## src/rtl/wm_pkg.sv

```systemverilog
// rtl/wm_pkg.sv - shared state encoding, default durations and output bundle for the wash sequencer
package wm_pkg;

    typedef enum logic [2:0] {
        S_IDLE  = 3'd0,
        S_FILL  = 3'd1,
        S_HEAT  = 3'd2,
        S_SOAK  = 3'd3,
        S_WASH  = 3'd4,
        S_RINSE = 3'd5,
        S_SPIN  = 3'd6,
        S_FAULT = 3'd7
    } state_t;

    localparam int DEF_TW      = 16;
    localparam int DEF_SOAK_T  = 600;
    localparam int DEF_WASH_T  = 1200;
    localparam int DEF_RINSE_T = 600;
    localparam int DEF_SPIN_T  = 300;
    localparam int DEF_FILL_TO = 200;
    localparam int DEF_HEAT_TO = 200;

    typedef struct packed {
        logic water;
        logic heater;
        logic soak;
        logic wash;
        logic rinse;
        logic spin;
        logic busy;
        logic done;
        logic fault;
    } outs_t;

    // The timer expires on the tick seen at zero, so a phase of d ticks loads d-1; zero acts as one tick.
    function automatic int load_count(input int dur);
        return (dur <= 0) ? 0 : dur - 1;
    endfunction

endpackage

```

## src/rtl/phase_timer.sv

```systemverilog
// rtl/phase_timer.sv - loadable down-counter with tick enable, freeze and expiry flag
module phase_timer #(
    parameter int TW = 16
) (
    input  logic          clock_i,
    input  logic          reset_i,
    input  logic          load_i,
    input  logic [TW-1:0] load_val_i,
    input  logic          tick_i,
    input  logic          freeze_i,
    output logic          expire_o
);

    logic [TW-1:0] count_q;
    logic [TW-1:0] count_d;

    always_ff @(posedge clock_i or posedge reset_i) begin
        if (reset_i) begin
            count_q <= '0;
        end else begin
            count_q <= count_d;
        end
    end

    always_comb begin
        count_d = count_q;
        if (load_i) begin
            count_d = load_val_i;
        end else if (tick_i && !freeze_i && (count_q != '0)) begin
            count_d = count_q - TW'(1);
        end
    end

    assign expire_o = tick_i && !freeze_i && (count_q == '0);

endmodule

```

## src/rtl/wash_sequencer.sv

```systemverilog
// rtl/wash_sequencer.sv - washing machine cycle sequencer: fill, heat, timed phases, fault and abort
module wash_sequencer
    import wm_pkg::*;
#(
    parameter int TW      = DEF_TW,
    parameter int SOAK_T  = DEF_SOAK_T,
    parameter int WASH_T  = DEF_WASH_T,
    parameter int RINSE_T = DEF_RINSE_T,
    parameter int SPIN_T  = DEF_SPIN_T,
    parameter int FILL_TO = DEF_FILL_TO,
    parameter int HEAT_TO = DEF_HEAT_TO
) (
    input  logic clock_i,
    input  logic reset_i,
    input  logic tick_i,
    input  logic start_i,
    input  logic lid_i,
    input  logic cancel_i,
    input  logic fill_Water_i,
    input  logic heat_Water_i,
    output logic water_Intake_o,
    output logic heater_On_o,
    output logic soak_Operation_o,
    output logic wash_Operation_o,
    output logic rinse_Operation_o,
    output logic spin_Operation_o,
    output logic busy_o,
    output logic cycle_Done_o,
    output logic fault_o
);

    state_t        state_q;
    state_t        state_d;
    outs_t         out_q;
    outs_t         out_d;
    logic          freeze;
    logic          expire;
    logic          load;
    logic [TW-1:0] load_val;

    // Lid only pauses the timed phases; fill and heat keep timing out with the lid open.
    assign freeze = lid_i && (state_q inside {S_SOAK, S_WASH, S_RINSE, S_SPIN});
    assign load   = (state_d != state_q);

    always_comb begin
        case (state_d)
            S_FILL:  load_val = TW'(load_count(FILL_TO));
            S_HEAT:  load_val = TW'(load_count(HEAT_TO));
            S_SOAK:  load_val = TW'(load_count(SOAK_T));
            S_WASH:  load_val = TW'(load_count(WASH_T));
            S_RINSE: load_val = TW'(load_count(RINSE_T));
            S_SPIN:  load_val = TW'(load_count(SPIN_T));
            default: load_val = '0;
        endcase
    end

    phase_timer #(.TW(TW)) u_timer (
        .clock_i    (clock_i),
        .reset_i    (reset_i),
        .load_i     (load),
        .load_val_i (load_val),
        .tick_i     (tick_i),
        .freeze_i   (freeze),
        .expire_o   (expire)
    );

    always_ff @(posedge clock_i or posedge reset_i) begin
        if (reset_i) begin
            state_q <= S_IDLE;
            out_q   <= '0;
        end else begin
            state_q <= state_d;
            out_q   <= out_d;
        end
    end

    always_comb begin
        state_d = state_q;
        if (cancel_i && (state_q != S_IDLE)) begin
            state_d = S_IDLE;
        end else begin
            case (state_q)
                S_IDLE:  if (start_i && !lid_i && !cancel_i) state_d = S_FILL;
                S_FILL:  if (fill_Water_i) state_d = S_HEAT;
                         else if (expire) state_d = S_FAULT;
                S_HEAT:  if (heat_Water_i) state_d = S_SOAK;
                         else if (expire) state_d = S_FAULT;
                S_SOAK:  if (expire) state_d = S_WASH;
                S_WASH:  if (expire) state_d = S_RINSE;
                S_RINSE: if (expire) state_d = S_SPIN;
                S_SPIN:  if (expire) state_d = S_IDLE;
                default: state_d = state_q;
            endcase
        end
    end

    // Outputs are decoded from the next state so the registered copy lines up with state_q.
    always_comb begin
        out_d        = '0;
        out_d.water  = (state_d == S_FILL);
        out_d.heater = (state_d == S_HEAT);
        out_d.soak   = (state_d == S_SOAK)  && !lid_i;
        out_d.wash   = (state_d == S_WASH)  && !lid_i;
        out_d.rinse  = (state_d == S_RINSE) && !lid_i;
        out_d.spin   = (state_d == S_SPIN)  && !lid_i;
        out_d.busy   = state_d inside {S_FILL, S_HEAT, S_SOAK, S_WASH, S_RINSE, S_SPIN};
        out_d.done   = (state_q == S_SPIN) && (state_d == S_IDLE) && !cancel_i;
        out_d.fault  = (state_d == S_FAULT);
    end

    assign water_Intake_o    = out_q.water;
    assign heater_On_o       = out_q.heater;
    assign soak_Operation_o  = out_q.soak;
    assign wash_Operation_o  = out_q.wash;
    assign rinse_Operation_o = out_q.rinse;
    assign spin_Operation_o  = out_q.spin;
    assign busy_o            = out_q.busy;
    assign cycle_Done_o      = out_q.done;
    assign fault_o           = out_q.fault;

endmodule

```

## config.mk

```make
export PLATFORM = sky130hd
export DESIGN_NAME = wash_sequencer
export DESIGN_NICKNAME = d
export VERILOG_FILES = /design/src/rtl/wm_pkg.sv /design/src/rtl/phase_timer.sv /design/src/rtl/wash_sequencer.sv
export SDC_FILE = /design/constraint.sdc
export NUM_CORES = 1
export LEC_CHECK = 0
export CORE_MARGIN = 1.5
export CORE_UTILIZATION = 50
export DETAILED_ROUTE_END_ITERATION = 10
export GPL_ROUTABILITY_DRIVEN = 0
export PLACE_DENSITY = 0.74
export SLEW_MARGIN = 0
export SYNTH_ARGS = -nofsm -noshare
export SYNTH_HDL_FRONTEND = slang
export SYNTH_HIERARCHICAL = 1
export SYNTH_SLANG_ARGS = --single-unit
```

## constraint.sdc

```tcl
create_clock -name clock_i -period 3.7 [get_ports clock_i]
set_input_delay 0.37 -clock clock_i [delete_from_list [all_inputs] [get_ports clock_i]]
set_output_delay 0.37 -clock clock_i [all_outputs]
set_load 0.005 [all_outputs]
```

==> Word-level counts from Yosys, hierarchy flattened <==
Index checks and enable logic that the tools add are counted.
{ "word_totals": {"register_bits": 28, "in_bits": 8, "output_inout_bits": 9, "word_cells": 65} }
{ "classes": {"addsub": 1, "n_eq_ne": 14, "mux": 13, "reduce_logical": 26} }
{ "op_table": {"columns": ["op", "count"], "rows": [
  ["$pmux 11 s4", 1],
  ["$mux 16", 2],
  ["$mux 3", 9],
  ["$eq 3x3->1 const B", 7],
  ["$pmux 3 s7", 1],
  ["$logic_not 16->1", 1],
  ["$reduce_bool 16->1", 1],
  ["$sub 16x1->16 const B", 1],
  ["$logic_and 1x1->1", 13],
  ["$eq 3x2->1 const B", 4],
  ["$eq 3x1->1 const B", 2],
  ["$logic_not 3->1", 2],
  ["$reduce_bool 6->1", 1],
  ["$reduce_bool 4->1", 1],
  ["$reduce_or 2->1", 2],
  ["$logic_not 1->1", 3],
  ["$ne 3x3->1", 1],
  ["$reduce_bool 3->1", 1],
  ["$reduce_bool 2->1", 1]
]} }

==> Depth between registers and ports, before layout <==
{ "depth": {"word_depth": 14, "depth_mapped": 17, "depth_no_buf": 13} }

==> By module <==
Netlist, hierarchy kept.
{ "by_module_without_submodules": {"columns": ["mod", "n_inst", "cells_per_inst", "area_per_inst_um2", "seq_area_each_um2"], "rows": [
  ["phase_timer", 1, 125, 1119.8, 400.4],
  ["wash_sequencer", 1, 90, 792.0, 300.3]
]} }

==> Worst setup path after synthesis <==
Ideal clock, no wire load.
{ "synth_path": {"path_type": "register to register", "startpoint": "register u_timer.count_q[0]", "endpoint": "register u_timer.count_q[5]", "setup_ps": 127, "t_arrival_ps": 3045, "t_required_ps": 3573, "path_slack_ps": 527, "path_stages_with_launch": 17, "n_path_buf": 3, "synth_period_minus_slack_ps": 3173, "path_cell_list": "dfrtp_1 -> inv_1 -> ha_1 -> nor4b_4 -> nand3_1 -> nor3_1 -> buf_6 -> nand2_1 -> o22ai_1 -> nand2b_1 -> a21oi_1 -> o211ai_1 -> clkbuf_1 -> clkbuf_1 -> nor2_1 -> mux2i_1 -> nand3_1"} }
{ "synth_via": {"word_cells_on_any_way": 27, "cone_classes": "1 x add/sub; 7 x eq/ne; 12 x mux; 7 x reduce/logical"} }
{ "synth_lines": {"columns": ["item", "line", "source"], "rows": [
  ["start: declaration", "phase_timer.sv:14", "logic [TW-1:0] count_q;"],
  ["start signal: assignment", "phase_timer.sv:21", "count_q <= count_d;"],
  ["$logic_not 16->1 *", "phase_timer.sv:34", "assign expire_o = tick_i && !freeze_i && (count_q == '0);"],
  ["$logic_and 1x1->1 *", "phase_timer.sv:34", null],
  ["named net expire", "wash_sequencer.sv:37", "logic expire;"],
  ["$mux 3", "wash_sequencer.sv:85, wash_sequencer.sv:87", null],
  ["$mux 3, on equally long branches", "wash_sequencer.sv:86, wash_sequencer.sv:84", null],
  ["$pmux 3 s7 *", "wash_sequencer.sv:82", "case (state_q)"],
  ["$mux 3 *", "wash_sequencer.sv:79", "if (cancel_i && (state_q != S_IDLE)) begin"],
  ["$ne 3x3->1 *", "wash_sequencer.sv:43", "assign load = (state_d != state_q);"],
  ["named net load", "wash_sequencer.sv:38", "logic load;"],
  ["$mux 16 / $reduce_bool 2->1 (equally long branches)", null, null]
]} }
The timed path passes the listed nets; every way through them passes the cells marked *. The select of a mux whose other input is x is not followed.
A chain may end at the register's enable or synchronous reset.

==> Worst setup path after layout <==
{ "layout_path": {"startpoint": "register state_q[1]", "endpoint": "register u_timer.count_q[9]"} }
{ "layout_via": {"elab_chain_cells": 14, "word_cells_on_any_way": 37, "cone_classes": "13 x eq/ne; 12 x mux; 12 x reduce/logical"} }
{ "layout_rtl": {"columns": ["item", "line", "source"], "rows": [
  ["start: declaration", "wash_sequencer.sv:32", "state_t state_q;"],
  ["start signal: assignment", "wash_sequencer.sv:72", "state_q <= state_d;"],
  ["$eq 3x2->1 / $eq 3x3->1 (equally long branches)", "wash_sequencer.sv:42", "assign freeze = lid_i && (state_q inside {S_SOAK, S_WASH, S_RINSE, S_SPIN});"],
  ["$reduce_bool 4->1 *", "wash_sequencer.sv:42", null],
  ["$logic_and 1x1->1 *", "wash_sequencer.sv:42", null],
  ["named net freeze", "wash_sequencer.sv:36", "logic freeze;"],
  ["$logic_not 1->1 *", "phase_timer.sv:34", null],
  ["$logic_and 1x1->1 * (2 in series)", "phase_timer.sv:34", null],
  ["named net expire", "wash_sequencer.sv:37", null],
  ["$mux 3", "wash_sequencer.sv:85, wash_sequencer.sv:87", null],
  ["$mux 3, on equally long branches", "wash_sequencer.sv:86, wash_sequencer.sv:84", null],
  ["$pmux 3 s7 *", "wash_sequencer.sv:82", null],
  ["$mux 3 *", "wash_sequencer.sv:79", null],
  ["named net state_d[2]", "wash_sequencer.sv:33", "state_t state_d;"],
  ["$eq 3x2->1, or another cell as far along", "wash_sequencer.sv:46", "case (state_d)"],
  ["$reduce_or 2->1 (no source line)", null, null],
  ["$pmux 11 s4", "wash_sequencer.sv:46", null],
  ["$mux 16", "phase_timer.sv:27", "if (load_i) begin"]
]} }
The timed path passes the listed nets; every way through them passes the cells marked *.

==> results.py <==
metrics = {
    "run_status": {
        "status": "finished clean",
    },
    "yosys": {
        "synth_area_leaders": "dfrtp_1 37%, nor2_1 3.9%, nand2_1 3.7%",
        "ys_warn_count": 6,
        "netlist-cell-type-count": 50,
        "ys_async_sr_fraction": 1.00,
        "synth_top_area_share": 0.366,
        "synth_largest_area_cell": "dfrtp_1",
        "ys_seq_area_frac": 0.366,
        "synthFlopType": "dfrtp_1",
        "synth.top_cells.by_count": "28 x dfrtp_1, 20 x nor2_1, 19 x nand2_1, 12 x inv_1, 10 x nor3_1",
        "synth-edff-count": 0,
        "yosysMostFrequentCell": "dfrtp_1",
        "netlist_area_um2": 1910,
        "syn_inst": 215,
        "syn_area_per_cell_um2": 8.89,
        "ys_seq_elements": 28,
    },
    "global_route": {
        "grt-ovfl-total": 0,
        "first_global_vias": 1562,
        "antenna_found_initial": 0,
        "grt_max_degree": 17,
        "track_usage": 0.222,
        "grt_pass1_wl_um": 7310,
    },
    "die": {
        "rows": 22,
        "initial_utilization": 0.522,
        "die-height_um": 64.8,
        "die-width_um": 64.8,
        "pin_count": 17,
        "dieArea_um2": 4200,
        "core_area_um2": 3660,
    },
    "cts": {
        "cts-buffers-inserted": 3,
        "cts_buffer_depth": 2,
        "cts.clk_slew.worst_paths_ps": 100,
        "cts_resized": 0,
        "postCtsSetupBuffers": 0,
        "clkSinkCount": 28,
        "cts_tree": "built",
        "root_buffer": "clkbuf_8",
        "hold_buffers": 0,
        "htreeDepth": 1,
        "insertion_delay_ps": 280,
    },
    "timing": {
        "finClkSkew_ps": 9.51,
        "layout_setup_ws_ps": 590,
        "timing.fmax_ghz": 0.321,
        "hold_viol": 0,
        "hold_slack_ps": 437,
        "slew_headroom": 0.575,
        "drv_slew": 0,
        "worst_pin_slew_ps": 637,
        "finalSetupViolations": 0,
        "tns_ps": 0,
        "rsz0062_at_grt": "no",
        "fin_crit_ps": 3110,
        "min_period_over_period": 0.841,
    },
    "placed_design": {
        "io_buffers": 16,
        "place_ws_ps": 518,
        "place_inst": 278,
        "dp_hpwl_um": 3090,
    },
    "route": {
        "dr.pass1.iters": 4,
        "drc": 0,
        "wl_per_cell_um": 15.0,
        "via_per_inst": 5.85,
        "ant_nets": 0,
        "drt_iter0_drc": 94,
        "wl_um": 4230,
        "num_vias": 1651,
    },
    "final_layout": {
        "post-route-util": 0.596,
        "nets": 244,
        "diodes": 0,
        "drive_above_1_share": 0.103,
        "seqCellArea_um2": 701,
        "multi_input_area_um2": 1100,
        "area_growth_pct": 14.2,
        "fin_cells": 282,
        "n_fill_cell": 338,
    },
    "setup_path": {
        "end_kind": "register",
        "path_cells": "nand2_1 > xnor2_1 > and2_1 > nand2b_1 > nor3_1 > buf_4 > and4bb_2 > a311oi_1 > or2_2 > inv_1 > nand2_1 > and3_1 > nand2_1 > o211ai_1",
        "path_delay_family": "simple AND/OR/NAND/NOR gates",
        "worst_r2r_endpoint": "u_timer/count_q[9]",
        "ff2ff_path_depth": 14,
        "cp.depth": 14,
        "critical_path_class": "reg2reg",
        "timing.critical_path.mode_cell": "nand2_1",
        "reg2reg_from": "state_q[1]",
        "cp_max_fo": 16,
        "worst_ep_arrival_time_ps": 3270,
        "cp-start-kind": "register",
        "crit_buf_inv": 2,
        "worst_path_max_delay_cell": "dfrtp_1",
        "required_ps": 3860,
        "slowest_delay_ps": 600,
        "r2r_slack_ps": 590,
    },
    "power": {
        "p_per_area_nw_per_um2": 712,
        "leakagePower_nw": 0.908,
        "ir_worst_vdd_v": 0.000411,
    },
    "run": {
        "cap_viol_max_count": 0,
    },
    "worst_hold_path": {
        "min_path_type": "in2async",
    },
}
-- final cells by class --
class,count,share of cell area
timing repair buffer,22,0.0940
sequential,28,0.321
clock inverter,1,0.0138
multi-input combinational,168,0.504
clock buffer,3,0.0189
tap,48,0.0275
inverter,12,0.0206
-- registers in the layout, summed over array words and instances (netlist names) --
name / flops
busy_o: 1
cycle_Done_o: 1
fault_o: 1
heater_On_o: 1
rinse_Operation_o: 1
soak_Operation_o: 1
spin_Operation_o: 1
state_q: 3
u_timer/count_q: 16
wash_Operation_o: 1
water_Intake_o: 1
-- layer usage --
| metal | track usage | vias to the layer above | wire length, µm |
|---|---|---|---|
| met1 | 0.308 | 769 | 1930 |
| met2 | 0.371 | 51 | 2050 |
| met5 | 0 | - | 0 |
| li1 | - | 829 | - |
| met4 | 0.0505 | 0 | 20 |
| met3 | 0.0260 | 2 | 227 |
-- kinds of logic (layout without fill, tap and decap cells) --
| family | after synthesis | count (layout) | synth area share |
|---|---|---|---|
| adders and majority gates | 1 | 1 | 0.00654 |
| muxes | 8 | 8 | 0.0425 |
| buffers and inverters | 23 | 38 | 0.0654 |
| AOI/OAI and AO/OA | 46 | 46 | 0.171 |
| xor gates and xnor gates | 2 | 2 | 0.00916 |
| DFF | 28 | 28 | 0.366 |
| and+or+nand+nor | 106 | 106 | 0.337 |
| other | 1 | 5 | 0.00196 |
-- worst reg2reg max path: stages (launching register included) --
cell and delay [ps]:
dfrtp_1 600, nand2_1 130, xnor2_1 140, and2_1 190, nand2b_1 210, nor3_1 210, buf_4 190, and4bb_2 220
a311oi_1 50, or2_2 380, inv_1 170, nand2_1 100, and3_1 230, nand2_1 80, o211ai_1 90
-- through the flow --
| stage | power [mW] | area [µm²] |
|---|---|---|
| 3_3_place_gp | 1.30 | 2110 |
| 3_5_place_dp | 1.31 | 2110 |
| 5_1_grt | 1.69 | 2180 |
| 6_report | 1.55 | 2180 |
| 2_1_floorplan | 1.11 | 1930 |
| 4_1_cts | 1.56 | 2180 |
-- placed cells by master, fill, tap and decap left out, types with 2 or more instances in the layout --
cell             count
a211oi_1             3
a21oi_1              6
a22oi_1              3
a311o_1              4
a31oi_1              4
and2_1               3
and3_1               2
buf_4                6
clkbuf_8             3
clkdlybuf4s50_1     16
conb_1               5
dfrtp_1             28
inv_1               12
mux2i_1              7
nand2_1             19
nand2b_1             4
nand3_1              8
nand4_1              4
nand4b_1             2
nor2_1              20
nor2b_1              5
nor3_1              10
nor4_1               3
nor4_2               3
nor4b_1              4
o211ai_1             4
o21ai_0              4
o21ai_1              5
o22ai_1              2
o31ai_1              4
or2_2                4
or3_1                5
or4_1                4
xnor2_1              2
-- report_power, final --
| part | switching [mW] | leakage (nW) | internal, mW | total [mW] |
|---|---|---|---|---|
| registers | 0.135 | 0.361 | 0.406 | 0.542 |
| logic | 0.437 | 0.511 | 0.331 | 0.768 |
| clock network | 0.0996 | 0.0357 | 0.145 | 0.244 |
-- worst max-delay path by stage --
stage	start	end
after detailed placement	lid_i	u_timer/count_q[1]
after global placement	lid_i	u_timer/count_q[9]
after floorplan	u_timer/count_q[0]	u_timer/count_q[5]
final	state_q[1]	u_timer/count_q[9]
after global routing	state_q[1]	u_timer/count_q[5]
after CTS	state_q[1]	u_timer/count_q[9]
Power figures use the tool's default switching activity.
